### src/rtl/clk_div_bank.sv
// clk_div_bank: multi-channel programmable divider producing slow clocks/strobes and terminal ticks,
// with shadowed divisor reload applied only at a wrap or global SYNC.
module clk_div_bank #(
  parameter int CHANNELS = 4,
  parameter int WIDTH = 24,
  parameter logic [WIDTH-1:0] DEFAULT_DIV = {WIDTH{1'b1}}
) (
  input  logic                CLOCK,
  input  logic                RESET,
  input  logic [CHANNELS-1:0] EN,
  input  logic                SYNC,
  input  logic                LOAD_VALID,
  output logic                LOAD_READY,
  input  logic [3:0]          LOAD_CH,
  input  logic [WIDTH-1:0]    LOAD_DIV,
  input  logic                LOAD_MODE,
  output logic                LOAD_ERR,
  output logic [CHANNELS-1:0] SLOW,
  output logic [CHANNELS-1:0] TICK
);
  logic [WIDTH-1:0] cnt [CHANNELS];
  logic [WIDTH-1:0] div_act [CHANNELS];
  logic [WIDTH-1:0] div_sh [CHANNELS];
  logic [WIDTH-1:0] nxt_div [CHANNELS];
  logic [CHANNELS-1:0] mode_act, mode_sh, pending, nxt_mode, reload;
  logic [15:0] pend_x;
  logic ch_ok, accept;
  always_comb begin
    pend_x = '0;
    pend_x[CHANNELS-1:0] = pending;
    ch_ok = int'(LOAD_CH) < CHANNELS;
    LOAD_READY = ch_ok ? ~pend_x[LOAD_CH] : 1'b1;
    accept = LOAD_VALID & LOAD_READY;
    for (int i = 0; i < CHANNELS; i++) begin
      nxt_div[i] = pending[i] ? div_sh[i] : div_act[i];
      nxt_mode[i] = pending[i] ? mode_sh[i] : mode_act[i];
      reload[i] = SYNC | (EN[i] & (cnt[i] == '0));
    end
  end
  // The shadow is written after the reload so an accept on a wrap edge stays pending for the next wrap.
  always_ff @(posedge CLOCK or posedge RESET)
    if (RESET) begin
      for (int i = 0; i < CHANNELS; i++) begin
        cnt[i] <= DEFAULT_DIV;
        div_act[i] <= DEFAULT_DIV;
        div_sh[i] <= DEFAULT_DIV;
      end
      mode_act <= '0;
      mode_sh <= '0;
      pending <= '0;
      SLOW <= '0;
      TICK <= '0;
      LOAD_ERR <= 1'b0;
    end else begin
      LOAD_ERR <= accept & ~ch_ok;
      for (int i = 0; i < CHANNELS; i++) begin
        if (reload[i]) begin
          cnt[i] <= nxt_div[i];
          div_act[i] <= nxt_div[i];
          mode_act[i] <= nxt_mode[i];
          pending[i] <= 1'b0;
          TICK[i] <= ~SYNC;
          SLOW[i] <= ~SYNC & (nxt_mode[i] | ~SLOW[i]);
        end else begin
          if (EN[i]) cnt[i] <= cnt[i] - 1'b1;
          TICK[i] <= 1'b0;
          if (mode_act[i]) SLOW[i] <= 1'b0;
        end
        if (accept && ch_ok && LOAD_CH == 4'(i)) begin
          div_sh[i] <= LOAD_DIV;
          mode_sh[i] <= LOAD_MODE;
          pending[i] <= 1'b1;
        end
      end
    end
endmodule

### config.mk
export PLATFORM = sky130hd
export DESIGN_NAME = clk_div_bank
export DESIGN_NICKNAME = d
export VERILOG_FILES = /design/src/rtl/clk_div_bank.sv
export SDC_FILE = /design/constraint.sdc
export NUM_CORES = 1
export LEC_CHECK = 0
export CORE_ASPECT_RATIO = 0.8
export CORE_UTILIZATION = 62
export CTS_CLUSTER_SIZE = 20
export DETAILED_ROUTE_END_ITERATION = 6
export PLACE_DENSITY_LB_ADDON = 0.3
export SYNTH_ARGS = -nofsm -noshare
export SYNTH_HDL_FRONTEND = slang
export SYNTH_SLANG_ARGS = --single-unit
### constraint.sdc
create_clock -name CLOCK -period 16.1 [get_ports CLOCK]
set_clock_uncertainty 0.1 [all_clocks]
set_input_delay 2.415 -clock CLOCK [delete_from_list [all_inputs] [get_ports CLOCK]]
set_output_delay 2.415 -clock CLOCK [all_outputs]
set_load 0.02 [all_outputs]
==> flow_summary.yaml, run 1 <==
timing:
  layout_min_cycle_time_ps: 6803
  fin_hold_ws_ps: 396.4
  finalMaxSlewViolations: 0
  worstMarginPinSlew_ps: 1089
  fin_setup_tns_ps: 0
  rsz0062_at_grt: "false"
  hold_viol_final: 0
  fmax_mhz: 147.0
  relSlewSlack: 0.2739
  fin_ws_ps: 9297
  setup_viol: 0
  min_period_over_period: 0.4226
final_layout:
  mostFrequentLayoutCells: "dfstp_2, mux2_2, nor2b_1, a21oi_1, a211oi_1"
  nNetsFinal: 1274
  layout_commonest_cell: "dfstp_2"
  drive_gt1_frac: 0.4645
  synthToLayoutAreaGrowth_pct: 12.11
  fin_cells: 1566
  final_area_um2: 16820
setup_path:
  slowest_delay_ps: 650
  timing.rr.start: "cnt[50]"
  critPathArrivalTime_ps: 4290
  worstRegToRegCells: 6
  critPathCaptureType: "primary output"
  critPathTopFamily: "buffers and inverters"
  cp.required_ps: 13590
  worstSetupStartpointType: "input pin"
  r2r_slack_ps: 13010
  crit_buf_inv: 2
  slowest_stage: "clkdlybuf4s50_1"
  reg2reg_to: "cnt[57]"
  cp_max_fo: 5
  path_cells: "clkdlybuf4s50_1 > mux4_2 > nand2_1 > clkdlybuf4s50_1"
  path_class: "input pin to primary output"
  crit_top_cell: "clkdlybuf4s50_1"
hold_path:
  hold_start: "div_act[73]"
  min_path_type: "register to register"
  hold_end: "div_act[73]"
  min_path_cells: 2
synthesis:
  ys_ff_latch: 309
  async_flop_share: 1.000
  seq_area_frac_synth: 0.5394
  synth.distinct_cells: 61
  ys.warnings.count: 0
  synth-edff-count: 0
  yosys-top-cells-area: "dfstp_2, mux2_2, mux2_4"
  syn-cell-area_um2: 15000
  synth_fp_nets: 1249
  syn_inst: 1204
  synth_ff_type: "dfstp_2"
  synth.largest_area_cell: "dfstp_2"
  yosys.area.top_type_share: 0.5044
  synth_area_per_cell_um2: 12.46
place:
  hpwl_um: 19700
  dp_slack_ps: 9290
  portBuffers: 46
  placed_area_um2: 15700
  gp_congestion: 0.8163
  post-place-cells: 1509
clocking:
  htree_levels: 1
  clk_pin_slew_ps: 60
  cts_root_buffer: "clkbuf_16"
  post_cts_resized: 0
  cts_setup_buffers: 0
  cts_hold_buf: 0
  cts.path.max_buffers: 3
  clk_latency_ps: 560
  cts_tree: "yes"
  cts_buffers: 30
  cts_sinks: 309
pwr:
  powerDensity_nw_per_um2: 156.7
  peakVddDrop_uv: 96.58
  leakagePower_nw: 6.461
global_route:
  antenna_found_initial: 2
  grt_pass1_vias: 9365
  overflow: 0
  gr-usage-all-layers: 0.2667
  grt_max_degree: 146
  grt_pass1_wl_um: 51380
floorplan:
  coreArea_um2: 23590
  ioPinCount: 47
  rows: 50
  die_area_um2: 24830
  die_x_um: 175.9
  die_h_um: 141.1
  start_util: 0.6361
route:
  num_vias: 9285
  via_per_inst: 5.929
  wl_per_cell_um: 20.21
  drtAntennaViolNets: 0
  drt_iter0_drc: 604
  drc_errors: 0
  firstDrtPassIters: 4
  drt_wl_total_um: 31650
flow_run:
  maxCapViolations: 0
run_status:
  outcome: "finished clean"
## routing by layer
layer / wire, um / GRT usage / share of wire / up-vias
met5: 0 / 0 / 0 / -
met4: 859 / 0.08009 / 0.027 / 0
met3: 944 / 0.03074 / 0.030 / 45
met2: 15050 / 0.4275 / 0.48 / 137
met1: 14800 / 0.3836 / 0.47 / 4752
li1: - / - / - / 4351
## kinds of logic after synthesis
family                     after synthesis  share of synthesized area
AOI/OAI and AO/OA                      185                    0.07647
xor gates and xnor gates                86                    0.05020
adders and majority gates                8                   0.006672
buffers and inverters                   86                    0.02669
DFF                                    309                     0.5394
muxes                                  238                     0.1867
and+or+nand+nor                        292                     0.1138
## cell usage after synthesis, types with 10 or more instances
library cell,number
xnor2_1,55
inv_1,15
dfrtp_1,21
o21ai_0,34
mux2_2,159
nor4_1,25
clkbuf_1,47
nor2_1,35
buf_2,14
mux2_4,41
a21oi_1,69
a211oi_1,64
xor2_1,31
nor3_1,34
mux2i_1,35
or4_1,10
dfstp_2,288
nor2b_1,69
nand2_1,52
## sequential cells by signal, indices dropped and copies added (netlist names)
name      count
cnt          96
LOAD_ERR      1
TICK          4
mode_act      4
div_act      96
pending       4
div_sh       96
mode_sh       4
SLOW          4
## worst reg2reg max path, delay by kind of cell (launching register included)
kind	cells	cell delay (ps)
AOI/OAI and AO/OA	3	1140
and+or+nand+nor	2	1000
DFF	1	390
buffers and inverters	1	370
## layout make-up
| cell class | count | area (um2) |
|---|---|---|
| Clock inverter | 12 | 217.7 |
| Fill cell | 1605 | 6765 |
| Clock buffer | 44 | 904.6 |
| Antenna cell | 1 | 2.502 |
| Multi-Input combinational cell | 809 | 6553 |
| Sequential cell | 309 | 8093 |
| Inverter | 15 | 63.81 |
| Tap cell | 312 | 390.4 |
| Timing Repair Buffer | 64 | 595.6 |
## worst max-delay path by stage
stage | from | endpoint | depth (start not counted) | slack, ps
after global placement | LOAD_CH[0] | LOAD_READY | 4 | 9300
after floorplan | RESET | LOAD_ERR | 1 | 5520
after global routing | LOAD_CH[0] | LOAD_READY | 4 | 9250
after detailed placement | LOAD_CH[0] | LOAD_READY | 4 | 9290
after CTS | LOAD_CH[0] | LOAD_READY | 4 | 9300
final | LOAD_CH[0] | LOAD_READY | 4 | 9300
## metrics by stage
stage / utilization / power [W]
floorplan: - / 0.001712
global placement: 0.6655 / 0.001814
detailed placement: 0.6655 / 0.001853
CTS: 0.7131 / 0.002650
global route: 0.7131 / 0.002771
finish: 0.7132 / 0.002635
## power by group
part | switching [W] | internal, W | total, W
Clock | 0.000300 | 0.000484 | 0.000784
Combinational | 0.000248 | 0.000295 | 0.000543
Sequential | 0.000164 | 0.00114 | 0.00131
Total | 0.000712 | 0.00192 | 0.00264
Power figures use the tool's default switching activity.
==> inputs of run 2 (changes only) <==
==> constraint.sdc (replaced) <==
create_clock -name CLOCK -period 6.9 [get_ports CLOCK]
set_clock_uncertainty 0.1 [all_clocks]
set_input_delay 1.035 -clock CLOCK [delete_from_list [all_inputs] [get_ports CLOCK]]
set_output_delay 1.035 -clock CLOCK [all_outputs]
set_load 0.02 [all_outputs]
==> run 2 against run 1 <==
Effect of this change:
- total power up 130%
- sequential share of layout area grew 0.17 points
- clock power is 120% higher
- highest routed layer is now met5
- clock-buffer cell count decreased by 7
- combinational power is 140% higher
- worst hold slack worse by 10 ps
- core utilization decreased by 0.25 points
- sequential power rose by 130%
- cell count is 0.32% lower
- flip-flop and latch count unchanged
- register-to-register slack got worse by 9300 ps
- routed wire length barely moved
==> flow_summary.yaml, run 2 (synthesized netlist as in run 1, its figures left out) <==
final_layout:
  antennaDiodeCount: 0
  mostFrequentLayoutCells: "dfstp_2, mux2_2, nor2b_1, a21oi_1, a211oi_1"
  fin_cells: 1561
  nNetsFinal: 1274
  fin_util: 0.7106
  synthToLayoutAreaGrowth_pct: 11.71
  reg_top3: "cnt x96, div_act x96, div_sh x96"
  final_area_um2: 16760
  fillCellCount: 1574
  drive_gt1_frac: 0.4644
  layout_commonest_cell: "dfstp_2"
timing:
  finalMaxSlewViolations: 0
  setup_viol: 0
  hold_viol_final: 0
  fin_setup_tns_ps: 0
  layout_min_cycle_time_ps: 4059
  relSlewSlack: 0.3370
  rsz0062_at_grt: "false"
  min_period_over_period: 0.5883
  fmax_mhz: 246.3
  worstMarginPinSlew_ps: 985.3
route:
  drtAntennaViolNets: 0
  wl_per_cell_um: 20.28
  drt_iter0_drc: 500
  num_vias: 9322
  via_per_inst: 5.972
  firstDrtPassIters: 5
  drc_errors: 0
  drt_wl_total_um: 31660
global_route:
  overflow: 0
  antenna_found_initial: 3
  grt_pass1_vias: 9491
  gr-usage-all-layers: 0.2624
  grt_max_degree: 160
  grt_pass1_wl_um: 50810
pwr:
  leakagePower_nw: 6.425
  peakVddDrop_uv: 243.0
  powerDensity_nw_per_um2: 361.5
  p_total_w: 0.006059
floorplan:
  start_util: 0.6361
  die_h_um: 141.1
  coreArea_um2: 23590
  die_x_um: 175.9
  ioPinCount: 47
  rows: 50
  die_area_um2: 24830
hold_path:
  hold_end: "div_act[73]"
  min_path_cells: 2
  hold_start: "div_act[73]"
  min_path_type: "register to register"
setup_path:
  worstRegToRegCells: 7
  cp.required_ps: 5760
  worstSetupStartpointType: "input pin"
  path_cells: "clkdlybuf4s50_1 > mux4_2 > nand2_1 > clkdlybuf4s50_1"
  path_class: "input pin to primary output"
  critPathCaptureType: "primary output"
  slowest_delay_ps: 650
  r2r_slack_ps: 3750
  reg2reg_to: "mode_act[0]"
  cp_max_fo: 5
  critPathTopFamily: "buffers and inverters"
  critPathArrivalTime_ps: 2920
  slowest_stage: "clkdlybuf4s50_1"
  crit_top_cell: "clkdlybuf4s50_1"
  timing.rr.start: "cnt[81]"
  crit_buf_inv: 2
clocking:
  cts.path.max_buffers: 3
  cts_sinks: 309
  clk_pin_slew_ps: 60
  cts_root_buffer: "clkbuf_16"
  cts_setup_buffers: 0
  cts_hold_buf: 0
  cts_tree: "yes"
  htree_levels: 1
  clk_latency_ps: 550
  post_cts_resized: 0
  cts_buffers: 29
flow_run:
  maxCapViolations: 0
place:
  gp_congestion: 0.8107
  portBuffers: 46
  post-place-cells: 1510
  placed_area_um2: 15720
  hpwl_um: 19630
run_status:
  outcome: "finished clean"
==> run 2: power by group <==
part           internal (W)  total (W)  leakage [nW]  switching, W
combinational      0.000690    0.00128          2.63      0.000585
clock               0.00104    0.00173         0.498      0.000687
sequential          0.00267    0.00305          3.29      0.000382
==> run 2: layer usage <==
layer / track usage / vias up / routed length [um]
met4: 0.07414 / 4 / 920
met3: 0.05960 / 67 / 1624
met1: 0.3509 / 4743 / 13830
met2: 0.4300 / 169 / 15250
li1: - / 4339 / -
met5: 0 / - / 28
==> run 2: stage by stage <==
step | worst slack (ps) | hold slack (ps)
after floorplan | 1887 | 353.2
after global placement | 2856 | 366.0
after detailed placement | 2835 | 380.2
after CTS | 2833 | 389.3
after global routing | 2797 | 420.3
final | 2841 | 386.3
==> run 2: worst reg2reg max path, delay by kind of cell, from the launching register on <==
family / cells / cell delay [ps]
AOI/OAI and AO/OA: 1 / 80
buffers and inverters: 2 / 640
DFF: 1 / 380
muxes: 1 / 310
and+or+nand+nor: 3 / 1520
==> run 2: final cells by class <==
cell class | count | area [um2] | share of cell area
clock buffer | 37 | 805.8 | 0.04808
multi-input combinational | 809 | 6553 | 0.3910
timing repair buffer | 65 | 628.1 | 0.03748
inverter | 15 | 60.06 | 0.003583
tap | 312 | 390.4 | 0.02329
sequential | 309 | 8093 | 0.4829
clock inverter | 14 | 230.2 | 0.01374
==> run 2: worst max-delay path by stage <==
stage                           from    endpoint  slack, ps  cells past startpoint
after global routing      LOAD_CH[0]  LOAD_READY       2800                      4
final                     LOAD_CH[0]  LOAD_READY       2840                      4
after floorplan                RESET    LOAD_ERR       1890                      1
after global placement    LOAD_CH[0]  LOAD_READY       2860                      4
after CTS                 LOAD_CH[0]  LOAD_READY       2830                      4
after detailed placement  LOAD_CH[0]  LOAD_READY       2830                      4
